[src/rtl/audio_pkg.sv]
// audio_pkg: shared types and widths for the tone channel.
//   env_state_t : envelope FSM states
//   RAMP_W      : wave-table phase index width
//   SAMPLE_W    : signed sample width
//   ENV_W       : envelope level width (0..15)
package audio_pkg;

    localparam int unsigned RAMP_W   = 6;
    localparam int unsigned SAMPLE_W = 16;
    localparam int unsigned ENV_W    = 4;

    typedef enum logic [1:0] {
        IDLE    = 2'd0,
        ATTACK  = 2'd1,
        SUSTAIN = 2'd2,
        RELEASE = 2'd3
    } env_state_t;

endpackage

[src/rtl/audio_env_gen.sv]
// audio_env_gen: attack/sustain/release envelope with a tick step counter.
//   clk, reset      : clock, async active-high reset
//   tick_i          : sample-rate strobe
//   key_on_i        : note start / retrigger pulse
//   key_off_i       : note release pulse (wins over key_on_i)
//   vol_i           : sustain level
//   env_o           : current envelope level (registered)
//   state_o         : current envelope state (registered)
//   busy_o          : state is not IDLE (registered with the state)
module audio_env_gen
    import audio_pkg::*;
#(
    parameter int unsigned ATTACK_TICKS  = 4,
    parameter int unsigned RELEASE_TICKS = 8
) (
    input  logic             clk,
    input  logic             reset,
    input  logic             tick_i,
    input  logic             key_on_i,
    input  logic             key_off_i,
    input  logic [ENV_W-1:0] vol_i,
    output logic [ENV_W-1:0] env_o,
    output env_state_t       state_o,
    output logic             busy_o
);

    localparam int unsigned MAX_TICKS = (ATTACK_TICKS > RELEASE_TICKS) ? ATTACK_TICKS : RELEASE_TICKS;
    localparam int unsigned CNT_W     = $clog2(MAX_TICKS + 1);

    env_state_t       state_q, state_d;
    logic [ENV_W-1:0] env_q, env_d;
    logic [CNT_W-1:0] cnt_q, cnt_d;
    logic             busy_q, busy_d;
    logic [CNT_W-1:0] cnt_inc;
    logic [ENV_W-1:0] env_inc;
    logic [ENV_W-1:0] env_dec;

    assign cnt_inc = cnt_q + CNT_W'(1);
    assign env_inc = env_q + ENV_W'(1);
    assign env_dec = env_q - ENV_W'(1);

    // Next-state: key_off beats key_on; key events pre-empt that cycle's tick step.
    always_comb begin
        state_d = state_q;
        env_d   = env_q;
        cnt_d   = cnt_q;
        if (key_off_i && (state_q == ATTACK || state_q == SUSTAIN)) begin
            state_d = RELEASE;
            cnt_d   = '0;
        end else if (key_on_i && !key_off_i) begin
            state_d = ATTACK;
            cnt_d   = '0;
        end else if (tick_i) begin
            case (state_q)
                ATTACK: begin
                    if (env_q >= vol_i) begin
                        // already at or above target (e.g. retrigger from a loud note)
                        state_d = SUSTAIN;
                        cnt_d   = '0;
                    end else if (cnt_inc == CNT_W'(ATTACK_TICKS)) begin
                        cnt_d = '0;
                        env_d = env_inc;
                        if (env_inc >= vol_i) begin
                            state_d = SUSTAIN;
                        end
                    end else begin
                        cnt_d = cnt_inc;
                    end
                end
                SUSTAIN: begin
                    env_d = vol_i;
                end
                RELEASE: begin
                    if (env_q == '0) begin
                        state_d = IDLE;
                        cnt_d   = '0;
                    end else if (cnt_inc == CNT_W'(RELEASE_TICKS)) begin
                        cnt_d = '0;
                        env_d = env_dec;
                        if (env_dec == '0) begin
                            state_d = IDLE;
                        end
                    end else begin
                        cnt_d = cnt_inc;
                    end
                end
                default: begin
                end
            endcase
        end
        busy_d = (state_d != IDLE);
    end

    // State registers.
    always_ff @(posedge clk or posedge reset) begin
        if (reset) begin
            state_q <= IDLE;
            env_q   <= '0;
            cnt_q   <= '0;
            busy_q  <= 1'b0;
        end else begin
            state_q <= state_d;
            env_q   <= env_d;
            cnt_q   <= cnt_d;
            busy_q  <= busy_d;
        end
    end

    assign env_o   = env_q;
    assign state_o = state_q;
    assign busy_o  = busy_q;

endmodule

[src/rtl/audio_tone_chan.sv]
// audio_tone_chan: one tone voice - phase accumulator, envelope, volume scaling.
//   clk, reset    : clock, async active-high reset
//   tick_i        : sample-rate strobe
//   key_on_i      : note start / retrigger pulse
//   key_off_i     : note release pulse
//   freq_i        : phase increment per tick
//   vol_i         : sustain level
//   ramp_o        : phase index to the wave table (registered)
//   wave_i        : signed wave-table sample for ramp_o (same cycle)
//   sample_o      : envelope-scaled sample (registered)
//   sample_vld_o  : one-cycle pulse, sample_o updated (2 clk after tick)
//   busy_o        : envelope not IDLE
// Build option: define AUDIO_TONE_PHASE_RST_EN to restart the phase at 0 on every key_on.
module audio_tone_chan
    import audio_pkg::*;
#(
    parameter int unsigned ACC_W         = 22,
    parameter int unsigned FREQ_W        = 16,
    parameter int unsigned ATTACK_TICKS  = 4,
    parameter int unsigned RELEASE_TICKS = 8
) (
    input  logic                clk,
    input  logic                reset,
    input  logic                tick_i,
    input  logic                key_on_i,
    input  logic                key_off_i,
    input  logic [FREQ_W-1:0]   freq_i,
    input  logic [3:0]          vol_i,
    output logic [RAMP_W-1:0]   ramp_o,
    input  logic [SAMPLE_W-1:0] wave_i,
    output logic [SAMPLE_W-1:0] sample_o,
    output logic                sample_vld_o,
    output logic                busy_o
);

    localparam int unsigned PROD_W = SAMPLE_W + ENV_W + 1;

    logic [ENV_W-1:0]           env;
    env_state_t                 state;
    logic                       busy;

    logic [ACC_W-1:0]           acc_q, acc_d;
    logic [RAMP_W-1:0]          ramp_q, ramp_d;
    logic                       pend_q, pend_d;
    logic [SAMPLE_W-1:0]        sample_q, sample_d;
    logic                       vld_q, vld_d;

    logic signed [SAMPLE_W-1:0] wave_s;
    logic signed [ENV_W:0]      env_s;
    logic signed [PROD_W-1:0]   prod_c;

    audio_env_gen #(
        .ATTACK_TICKS  (ATTACK_TICKS),
        .RELEASE_TICKS (RELEASE_TICKS)
    ) u_env (
        .clk       (clk),
        .reset     (reset),
        .tick_i    (tick_i),
        .key_on_i  (key_on_i),
        .key_off_i (key_off_i),
        .vol_i     (vol_i),
        .env_o     (env),
        .state_o   (state),
        .busy_o    (busy)
    );

    // Volume scaling: env is a 0..15 level over a full scale of 16.
    assign wave_s = wave_i;
    assign env_s  = {1'b0, env};
    assign prod_c = PROD_W'(wave_s) * PROD_W'(env_s);

    // Phase and sample pipeline. ramp_o captures the phase reached before this
    // tick's step, so a note (or a phase-reset retrigger) starts at ramp 0.
    always_comb begin
        acc_d  = acc_q;
        ramp_d = ramp_q;
        if (state == IDLE) begin
            acc_d  = '0;
            ramp_d = '0;
        end else begin
            if (tick_i) begin
                ramp_d = acc_q[ACC_W-1 -: RAMP_W];
            end
`ifdef AUDIO_TONE_PHASE_RST_EN
            if (key_on_i && !key_off_i) begin
                acc_d = '0;
            end else if (tick_i) begin
                acc_d = acc_q + ACC_W'(freq_i);
            end
`else
            if (tick_i) begin
                acc_d = acc_q + ACC_W'(freq_i);
            end
`endif
        end

        pend_d   = tick_i;
        vld_d    = pend_q;
        sample_d = sample_q;
        if (pend_q) begin
            sample_d = SAMPLE_W'(prod_c >>> ENV_W);
        end
    end

    // Pipeline registers.
    always_ff @(posedge clk or posedge reset) begin
        if (reset) begin
            acc_q    <= '0;
            ramp_q   <= '0;
            pend_q   <= 1'b0;
            sample_q <= '0;
            vld_q    <= 1'b0;
        end else begin
            acc_q    <= acc_d;
            ramp_q   <= ramp_d;
            pend_q   <= pend_d;
            sample_q <= sample_d;
            vld_q    <= vld_d;
        end
    end

    assign ramp_o       = ramp_q;
    assign sample_o     = sample_q;
    assign sample_vld_o = vld_q;
    assign busy_o       = busy;

endmodule

[config.mk]
export PLATFORM = sky130hd
export DESIGN_NAME = audio_tone_chan
export DESIGN_NICKNAME = d
export VERILOG_FILES = /design/src/rtl/audio_pkg.sv /design/src/rtl/audio_env_gen.sv /design/src/rtl/audio_tone_chan.sv
export SDC_FILE = /design/constraint.sdc
export NUM_CORES = 1
export LEC_CHECK = 0
export ABC_AREA = 1
export BUFFER_PORTS_ARGS = -buffer_cell sky130_fd_sc_hd__buf_2
export CAP_MARGIN = 15
export CORE_ASPECT_RATIO = 2
export CORE_MARGIN = 5
export CORE_UTILIZATION = 55
export CTS_BUF_LIST = sky130_fd_sc_hd__clkbuf_8
export DETAILED_ROUTE_END_ITERATION = 12
export GPL_TIMING_DRIVEN = 0
export PLACE_DENSITY = 0.87
export REMOVE_ABC_BUFFERS = 1
export SLEW_MARGIN = 20
export SYNTH_ARGS = -nofsm -noshare
export SYNTH_HDL_FRONTEND = slang
export SYNTH_SLANG_ARGS = --single-unit
[constraint.sdc]
create_clock -name clk -period 4.5 [get_ports clk]
set_input_delay 0.9 -clock clk [delete_from_list [all_inputs] [get_ports clk]]
set_output_delay 0.9 -clock clk [all_outputs]
set_load 0.02 [all_outputs]
==> results.yml <==
worst_setup_path:
  crit_chain: "nand2_1 > inv_1 > ha_1 > fa_1 > inv_1 > fa_1 > inv_1 > ha_1 > a21oi_1 > o21ai_0 > nand2_1 > nand2_1 > nand2_1 > nand3_1 > or2_1 > nand3_1 > nand2_1"
  crit_required_ns: 4.73
  path_buf_inv: 3
  cp_max_fo: 20
  cp.arrival_ns: 4.26
  crit_slowest_cell: "dfrtp_1"
  critPathMostFrequentCell: "nand2_1"
  cp-start-kind: "register"
  crit_family: "adder cells"
  crit_type: "reg -> reg"
  endpoint_kind: "register"
  rrSetupSlack_ns: 0.47
  cpPeakStageDelay_ns: 0.85
sta:
  max_freq_ghz: 0.248
  worstMarginPinSlew_ns: 0.786
  slew_viol_final: 0
  hold_violations: 0
  post-route-period-util: 0.896
  tns_ns: 0
  finClkSkew_ns: 0.0122
  period_needed_ns: 4.03
  slew_headroom: 0.476
  rsz0062_at_grt: "no"
  setup_viol_count_final: 0
layout:
  stdcell_area_um2: 6740
  diodes: 0
  fin_cells: 1074
  drive_gt1_frac: 0.115
  final_net_count: 1070
  syn_to_final_growth_pct: 10.6
  utilization: 0.620
global_routing:
  grt_pass1_vias: 5824
  grt-ovfl-total: 0
  antenna_found_initial: 0
  grt_usage: 0.223
  grt_pass1_wl_mm: 24.9
  grt_max_degree: 58
hold_path:
  hold_path_class: "reg -> reg"
floorplanning:
  die_h_um: 159
  core_um2: 10900
  initial_core_util: 0.560
  dieArea_um2: 13400
  rows: 54
  die_x_um: 84.4
  io_pins: 65
clock_network:
  clkSinkCount: 57
  cts_hold_buffers: 0
  cts-htree-levels: 3
  cts_resized: 0
  cts-root-buf: "clkbuf_8"
  clk_pin_slew_ns: 0.07
  clock_latency_ns: 0.34
  cts_made_buffers: 9
  clockBufferDepth: 2
  cts_setup_buffers: 0
  cts_tree: "done"
outcome:
  status: "completed"
logic_synthesis:
  ys_seq_area_frac: 0.234
  synth_edf_count: 0
  netlist_area_um2: 6100
  synth_cells: 869
  avgSynthCellArea_um2: 7.01
  synth_seq_cells: 57
  yosysMostFrequentCell: "nand2_1"
  yosysTopAreaCellShare: 0.234
  yosys-top-cells-area: "dfrtp_1 (23%), nand2_1 (15%), ha_1 (14%)"
  ys_top_cells_by_count: "nand2_1 (239), inv_1 (175), ha_1 (67), nor2_1 (60), dfrtp_1 (57)"
  yosysWarnings: 0
  synth_top_cell_by_area: "dfrtp_1"
  ys.flop_type: "dfrtp_1"
  yosysUniqueCellTypes: 41
  ys_async_sr_fraction: 1.00
routing:
  antenna_left: 0
  finalWirelength_mm: 14.4
  wire_per_inst_um: 13.4
  initialDrtViolationCount: 268
  viasPerCell: 5.33
  dr.pass1.iters: 7
  route.vias.total: 5724
  drcViolationCount: 0
placement:
  gp_congestion: 0.963
  portBuffers: 64
  placed_cells: 1059
  hpwl_mm: 11.8
  placed_area_um2: 6530
power_and_ir_drop:
  total_power_mw: 5.26
  power.density_nw_per_um2: 781
  vdd_drop_max_uv: 452
  leakage_nw: 4.00
job:
  maxCapViolations: 0
metal layers:
metal / up-vias / GRT usage / part of all wire / wire length (um)
met2: 174 / 0.423 / 0.55 / 7910
met4: 0 / 0.125 / 0.052 / 745
met1: 2649 / 0.229 / 0.36 / 5150
met5: - / 0 / 0 / 0
li1: 2841 / - / - / -
met3: 60 / 0.0254 / 0.038 / 548
worst reg2reg max path, delay by kind of cell, from the launching register on:
kind            cells  cell delay, ns
compound gates      2            0.43
fa+ha+maj           4            1.66
buf+inv             3            0.18
flops               1            0.85
simple gates        8            0.80
metrics by stage:
step / hold WS, ns / setup slack [ns]
floorplan: 0.453 / 0.745
global placement: 0.463 / 0.342
detailed placement: 0.473 / 0.299
CTS: 0.488 / 0.453
global route: 0.512 / 0.213
finish: 0.487 / 0.470
flip-flops by register name, indices dropped and copies added, names as in the netlist:
register	flops
acc_q	22
pend_q	1
ramp_o	6
sample_o	16
sample_vld_o	1
u_env.busy_o	1
u_env.cnt_q	4
u_env.env_o	4
u_env.state_o	2
layout by cell type, fill, tap and decap left out, drive strengths merged, types with 2 or more instances in the layout:
master,Yosys,layout
xor2,6,6
xnor2,9,9
o21ai,50,50
ha,67,67
nor4,2,2
a21oi,50,50
o31ai,2,2
a22o,5,5
dfrtp,57,57
inv,177,177
nand2,253,253
nor3,7,7
nand3b,3,3
o21bai,4,4
buf,7,65
nand4,7,7
o211ai,3,3
nand3,46,46
a31oi,4,4
clkbuf,8,13
nor2,62,62
fa,32,32
or2,3,3
cell type report:
class	count	area, um2
Clock buffer	13	179
Clock inverter	2	35.0
Fill cell	984	4140
Inverter	177	667
Multi-Input combinational cell	620	3930
Sequential cell	57	1430
Tap cell	140	175
Timing Repair Buffer	65	332
final timing paths:
kind / start / to / cells past startpoint
setup reg to reg: u_env.env_o[2] / sample_o[15] / 17
hold reg to reg: ramp_o[4] / ramp_o[4] / 2
setup / recovery: u_env.env_o[2] / sample_o[15] / 17
max in group asynchronous: reset / sample_o[0] / 2
hold / removal: ramp_o[4] / ramp_o[4] / 2
min in group asynchronous: reset / u_env.cnt_q[3] / 2
logic make-up (layout without fill, tap and decap cells):
logic type      Yosys count  in the layout  share of synthesized area
xor+xnor                 15             15                     0.0216
flops                    57             57                      0.234
buf+inv                 192            257                      0.122
simple gates            384            384                      0.267
fa+ha+maj                99             99                      0.243
compound gates          122            122                      0.112
where the power goes:
group,internal [mW],switching (mW)
Clock,0.312,0.208
Sequential,0.731,0.272
Combinational,1.39,2.35
Total,2.43,2.83
Note: power is estimated with default switching activity, not from simulation.
